**config.mk**
```make
export PLATFORM = sky130hd
export DESIGN_NAME = viterbi_conv_encoder
export DESIGN_NICKNAME = d
export VERILOG_FILES = /design/src/rtl/viterbi_pkg.sv /design/src/rtl/viterbi_conv_encoder.sv
export SDC_FILE = /design/constraint.sdc
export NUM_CORES = 1
export LEC_CHECK = 0
export CAP_MARGIN = 20
export CELL_PAD_IN_SITES_DETAIL_PLACEMENT = 2
export CELL_PAD_IN_SITES_GLOBAL_PLACEMENT = 2
export CORE_MARGIN = 1
export CORE_UTILIZATION = 31
export DETAILED_ROUTE_END_ITERATION = 16
export PLACE_DENSITY_LB_ADDON = 0.08
export SKIP_LAST_GASP = 1
export SYNTH_ARGS = -nofsm -noshare
export SYNTH_HDL_FRONTEND = slang
export SYNTH_SLANG_ARGS = --single-unit
```
**constraint.sdc**
```tcl
create_clock -name clk -period 2.7 [get_ports clk]
set_clock_uncertainty 0.15 [all_clocks]
set_input_delay 0.27 -clock clk [delete_from_list [all_inputs] [get_ports clk]]
set_output_delay 0.27 -clock clk [all_outputs]
set_load 0.05 [all_outputs]
```
**src/rtl/viterbi_pkg.sv**
```systemverilog
// viterbi_pkg
//   Definitions shared by the convolutional encoder and the Viterbi decoder
//   core, so both ends of the link always agree on the code.
//   - K_DEFAULT, G0_OCT_DEFAULT, G1_OCT_DEFAULT : default code (K=4, 17/13 octal)
//   - MAX_K          : largest supported constraint length
//   - enc_state_t    : encoder FSM state encoding (DATA, TAIL)
//   - conv_parity()  : parity of a shift-register window masked by a generator
package viterbi_pkg;

  localparam int K_DEFAULT      = 4;
  localparam int G0_OCT_DEFAULT = 'o17;
  localparam int G1_OCT_DEFAULT = 'o13;
  localparam int MAX_K          = 7;

  typedef enum logic {
    ST_DATA = 1'b0,
    ST_TAIL = 1'b1
  } enc_state_t;

  // Window and generator share the same bit order: the MSB of the (K-bit)
  // generator taps the current input bit. Narrower codes are zero-extended.
  function automatic logic conv_parity(input logic [MAX_K-1:0] window,
                                       input logic [MAX_K-1:0] gen);
    return ^(window & gen);
  endfunction

endpackage

```
**src/rtl/viterbi_conv_encoder.sv**
```systemverilog
// viterbi_conv_encoder
//   Rate-1/2 feed-forward convolutional encoder feeding the Viterbi decoder's
//   rx_sym port. Bits come in over a valid/ready handshake; each accepted bit
//   produces one 2-bit symbol in a single-entry output register. With TAIL_EN
//   set, every frame is flushed with K-1 zero bits whose symbols are flagged
//   by sym_tail so the decoder's force_state0 can be driven directly.
//
// Ports
//   clk, rst_n   clock, asynchronous active-low reset
//   in_valid     information bit offered
//   in_ready     encoder takes in_bit this cycle
//   in_bit       information bit
//   in_last      in_bit is the last bit of the frame
//   sym_valid    output register holds a symbol
//   sym_ready    downstream accepts the symbol
//   sym          {G0 parity, G1 parity}
//   sym_tail     symbol was produced by a tail bit
//   sym_last     final symbol of the frame
module viterbi_conv_encoder
  import viterbi_pkg::*;
#(
  parameter int K       = K_DEFAULT,
  parameter int G0_OCT  = G0_OCT_DEFAULT,
  parameter int G1_OCT  = G1_OCT_DEFAULT,
  parameter bit TAIL_EN = 1'b1
) (
  input  logic       clk,
  input  logic       rst_n,
  input  logic       in_valid,
  output logic       in_ready,
  input  logic       in_bit,
  input  logic       in_last,
  output logic       sym_valid,
  input  logic       sym_ready,
  output logic [1:0] sym,
  output logic       sym_tail,
  output logic       sym_last
);

  localparam int CW = $clog2(K);

  enc_state_t      state, next_state;
  logic [CW-1:0]   tail_cnt, next_cnt;
  logic [K-2:0]    shift_reg;
  logic [K-1:0]    window;

  logic            can_load;
  logic            accept;
  logic            tail_load;
  logic            load;
  logic            u;
  logic            tail_d;
  logic            last_d;
  logic            par0;
  logic            par1;

  // The output register may take a new symbol when it is empty or being
  // drained this cycle; in_ready therefore depends on sym_ready but never
  // on in_valid.
  assign can_load  = !sym_valid || sym_ready;
  assign in_ready  = (state == ST_DATA) && can_load;
  assign accept    = in_ready && in_valid;
  assign tail_load = (state == ST_TAIL) && can_load;
  assign load      = accept || tail_load;

  // shift_reg[K-2] is the most recent previous bit, so the window lines up
  // with the octal generator taps MSB-first.
  assign window = {u, shift_reg};
  assign par0   = conv_parity(MAX_K'(window), MAX_K'(G0_OCT));
  assign par1   = conv_parity(MAX_K'(window), MAX_K'(G1_OCT));

  // Next-state logic: chooses the encoder input bit and the flags that go
  // with the symbol being loaded, and walks the tail counter down.
  always_comb begin
    next_state = state;
    next_cnt   = tail_cnt;
    u          = 1'b0;
    tail_d     = 1'b0;
    last_d     = 1'b0;
    case (state)
      ST_DATA: begin
        u = in_bit;
        if (accept && in_last) begin
          if (TAIL_EN) begin
            next_state = ST_TAIL;
            next_cnt   = CW'(K - 1);
          end else begin
            // Without a tail the encoder state carries over into the next
            // frame; only the frame boundary is marked.
            last_d = 1'b1;
          end
        end
      end
      ST_TAIL: begin
        tail_d = 1'b1;
        if (tail_load) begin
          next_cnt = tail_cnt - CW'(1);
          if (tail_cnt == CW'(1)) begin
            next_state = ST_DATA;
            last_d     = 1'b1;
          end
        end
      end
      default: next_state = ST_DATA;
    endcase
  end

  // State register and tail counter.
  always_ff @(posedge clk or negedge rst_n) begin
    if (!rst_n) begin
      state    <= ST_DATA;
      tail_cnt <= '0;
    end else begin
      state    <= next_state;
      tail_cnt <= next_cnt;
    end
  end

  // Shift register and single-entry output register. Contents only change
  // on a load, so they stay stable while the symbol is stalled.
  always_ff @(posedge clk or negedge rst_n) begin
    if (!rst_n) begin
      shift_reg <= '0;
      sym_valid <= 1'b0;
      sym       <= 2'b00;
      sym_tail  <= 1'b0;
      sym_last  <= 1'b0;
    end else if (load) begin
      shift_reg <= {u, shift_reg[K-2:1]};
      sym_valid <= 1'b1;
      sym       <= {par0, par1};
      sym_tail  <= tail_d;
      sym_last  <= last_d;
    end else if (sym_ready) begin
      sym_valid <= 1'b0;
    end
  end

endmodule

```
### After elaboration in Yosys (flattened, before gate mapping)

Index checks and enable logic that the tools add are counted.

* bits in registers: 11
* latch bits: 0
* bits in writable memories: 0
* memory bits (read-only): 0
* input port bits: 6
* output and inout port bits: 6
* word-level logic and storage cells: 37
* memories: 0

* add/subtract/negate cells: 1
* multipliers: 0
* div/mod/pow operators: 0
* order comparisons: 0
* equality and inequality tests: 3
* shifts and indexed selects: 0
* mux-type cells: 14
* bitwise logic cells: 1
* reductions and logical operators: 11

Operators with widths (count)
* parity 7 bit: 2
* 2-to-1 mux 1 bit: 9
* logical AND 1 bit: 4
* 2-to-1 mux 2 bit: 2
* inequality test 2 x 1 -> 1 bit, second input constant: 2
* case mux 1 bit (2 select lines): 2
* case mux 2 bit (2 select lines): 1
* == test 2 x 1 -> 1 bit, second input constant: 1
* logical OR 1 bit: 2
* AND reduction 2 bit: 1
* nonzero test 2 bit: 1
* subtractor 2 x 1 -> 2 bit, second input constant: 1
* logical NOT 1 bit: 1
* inverter 1 bit: 1

### Depth between registers and ports, before layout

* depth after elaboration: 7
* depth in mapped cells: 4
* depth with buffers taken out: 4

### Worst setup path after synthesis

OpenSTA, ideal clock, no wires.

* path type: flip-flop to output port
* from: register sym_valid
* to: output port in_ready
* data arrival time: 1.502 ns
* data required time: 2.280 ns
* slack: 0.778 ns
* stages on the path, launching flop included: 3
* path buffers: 0
* cell sequence: dfrtp_1 nor2b_1 nor2_1

* longest elaborated chain between the ends: 3

Ends and longest elaborated chain
* from (decl): RTL line viterbi_conv_encoder.sv:33 `output logic sym_valid,`
* from (signal assigned): RTL line viterbi_conv_encoder.sv:124 `sym_valid <= 1'b0;`
* from (signal assigned): RTL line viterbi_conv_encoder.sv:130 `sym_valid <= 1'b1;`
* from (signal assigned): RTL line viterbi_conv_encoder.sv:135 `sym_valid <= 1'b0;`
* logical NOT 1 bit: RTL line viterbi_conv_encoder.sv:60 `assign can_load = !sym_valid || sym_ready;`
* logical OR 1 bit: RTL line viterbi_conv_encoder.sv:60
* logical AND 1 bit: RTL line viterbi_conv_encoder.sv:61 `assign in_ready = (state == ST_DATA) && can_load;`
* to (decl): RTL line viterbi_conv_encoder.sv:30 `output logic in_ready,`

No other way between the ends.

### Final worst setup path

* from: input port sym_ready
* to: output port in_ready

* longest elaborated chain between the ends: 2

Ends and longest elaborated chain
* from (decl): RTL line viterbi_conv_encoder.sv:34 `input logic sym_ready,`
* logical OR 1 bit: RTL line viterbi_conv_encoder.sv:60
* logical AND 1 bit: RTL line viterbi_conv_encoder.sv:61

No other way between the ends.

==> flow_metrics.env <==
export IMPL_dp_slack_ns=0.427
export IMPL_path_max_fanout=6
export IMPL_diodes=0
export IMPL_fin_setup_tns_ns=0
export IMPL_finalHoldViolations=0
export IMPL_htreeDepth=1
export IMPL_antenna_found_initial=0
export IMPL_grt_first_pass_wirelength_mm=2.04
export IMPL_die_w_um=42.8
export IMPL_cts_root_buf="clkbuf_4"
export IMPL_cts_made_buffers=3
export IMPL_drive_gt1_frac=0.138
export IMPL_crit_type="input pin to primary output"
export IMPL_cp_top_family="buffers and inverters"
export IMPL_ff2ff_path_depth=3
export IMPL_fillCellCount=163
export IMPL_ys_warn_count=0
export IMPL_crit_path_end_kind="primary output"
export IMPL_max_clock_freq_mhz=443
export IMPL_die_area_mm2=0.00183
export IMPL_required_ns=2.28
export IMPL_via_per_inst=5.24
export IMPL_synth_area_leaders="dfrtp_1 53%, mux2_1 4.4%, mux2_2 4.4%"
export IMPL_cp_depth=4
export IMPL_setup_violations_final=0
export IMPL_rsz0062_at_grt="false"
export IMPL_syn_nets=51
export IMPL_postCtsSetupBuffers=0
export IMPL_drtAntennaViolNets=0
export IMPL_crit_arrival_ns=1.84
export IMPL_drt_wl_total_mm=1.19
export IMPL_mostFrequentLayoutCells="11 x clkdlybuf4s50_1, 11 x dfrtp_1, 4 x o21ai_0, 4 x nand2_1"
export IMPL_rows=14
export IMPL_largest_reg_flops=3
export IMPL_syn_inst=44
export IMPL_detail_route_wl_per_cell_um=16.0
export IMPL_top_level_ports=12
export IMPL_fin_ws_ns=0.442
export IMPL_outcome="finished, final reports clean"
export IMPL_clk_latency_ns=0.28
export IMPL_drv_cap=0
export IMPL_slew_violations=0
export IMPL_ys_types=20
export IMPL_area_delta_synth_final_pct=29.4
export IMPL_grt_pass1_vias=443
export IMPL_layout_nets=66
export IMPL_slowest_delay_ns=0.72
export IMPL_chipHeight_um=42.8
export IMPL_drc=0
export IMPL_synth_top_area_cell="dfrtp_1"
export IMPL_p_leak_nw=0.304
export IMPL_grtUsageTotal=0.160
export IMPL_num_vias=388
export IMPL_slew_headroom=0.642
export IMPL_crit_chain="clkdlybuf4s50_1 -> nor2b_1 -> nor2_1 -> clkdlybuf4s50_1"
export IMPL_r2r_slack_ns=1.19
export IMPL_max_vdd_ir_drop_mv=0.455
export IMPL_numPortBuffers=11
export IMPL_grt_max_degree=12
export IMPL_finalCritPeriodShare=0.836
export IMPL_synth_top_cell_area_share=0.534
export IMPL_grt_overflow_total=0
export IMPL_path_buf_inv=2
export IMPL_worstMarginPinSlew_ns=0.536
export IMPL_rr_startpoint="shift_reg[1]"
export IMPL_mappedNetlistArea_um2=515
export IMPL_min_path_type="input pin to async pin"
export IMPL_period_needed_ns=2.26
export IMPL_cts_tree="yes"
export IMPL_crit_top_cell="clkdlybuf4s50_1"
export IMPL_clock_sinks=11
export IMPL_coreArea_mm2=0.00152
export IMPL_powerDensity_mw_per_mm2=1240
export IMPL_critPathLaunch="sym_ready"
export IMPL_dp_hpwl_um=846
export IMPL_dr_pass1_iters=2
export IMPL_cp_start_kind="input pin"
export IMPL_cts_path_max_buffers=2
export IMPL_holdBufCountCts=0
export IMPL_drt_iter0_drc=2
export IMPL_avgSynthCellArea_um2=11.7
export IMPL_start_util=0.338
export IMPL_synth_seq_area_share=0.534
export IMPL_synth_seq_cells=11
export IMPL_critPathSlowestCell="clkdlybuf4s50_1"
export IMPL_cts_resized=0
export IMPL_gp_congestion=0.716
export IMPL_cts_clk_slew_worst_paths_ns=0.07
[logic make-up after synthesis]
kind of cell    synth area share
buf+inv                   0.0243
flops                      0.534
simple gates               0.119
compound gates            0.0898
mux                        0.116
xor+xnor                  0.0922
fa+ha+maj                 0.0243
[Yosys cell counts]
cell type / instances
nand3_1: 2
inv_1: 2
nor2b_1: 2
mux2_2: 2
a31oi_1: 2
buf_2: 1
nor2_1: 3
nor2_2: 1
mux2_4: 1
nand2_1: 4
xnor3_1: 1
ha_1: 1
o21ai_0: 4
xnor2_2: 1
a21oi_1: 1
nand2b_1: 1
o22a_1: 1
mux2_1: 2
dfrtp_1: 11
xnor2_1: 1
[report_power, final]
group / switching (mW) / internal, mW / total, mW
Combinational: 0.224 / 0.194 / 0.419
Clock: 0.0611 / 0.0575 / 0.119
Sequential: 0.0556 / 0.232 / 0.287
[stage by stage]
step / util / hold slack [ns] / power [mW] / std cells / area [um^2]
floorplan: - / -0.176 / 0.594 / 44 / 515
global route: 0.438 / 0.213 / 0.882 / 74 / 667
finish: 0.438 / 0.187 / 0.825 / 74 / 667
detailed placement: 0.420 / 0.341 / 0.715 / 70 / 641
CTS: 0.438 / 0.196 / 0.840 / 74 / 667
global placement: 0.420 / 0.320 / 0.699 / 70 / 641
[worst register-to-register path: cells and delay by family (launching register included)]
kind	cells	cell delay (ns)
DFF	1	0.42
muxes	1	0.26
xor gates and xnor gates	2	0.57
[worst paths after layout]
check | end
max | in_ready
min | shift_reg[2]
max reg2reg | sym[1]
min reg2reg | tail_cnt[1]
max in group asynchronous | tail_cnt[1]
min in group clk | tail_cnt[1]
[layer usage]
metal	global-route usage	share of wire	up-vias
met4	0.131	0.035	0
met2	0.255	0.51	11
met3	0.0383	0.042	5
met5	0	0	-
met1	0.178	0.41	195
li1	-	-	177
[cell type report]
class	count	area, um^2	share of cell area
Clock buffer	4	26.3	0.0394
Inverter	2	7.51	0.0113
Multi-Input combinational cell	30	228	0.341
Sequential cell	11	275	0.413
Tap cell	16	20.0	0.0300
Timing Repair Buffer	11	110	0.165
No activity file was read; power rests on OpenSTA's default activity.
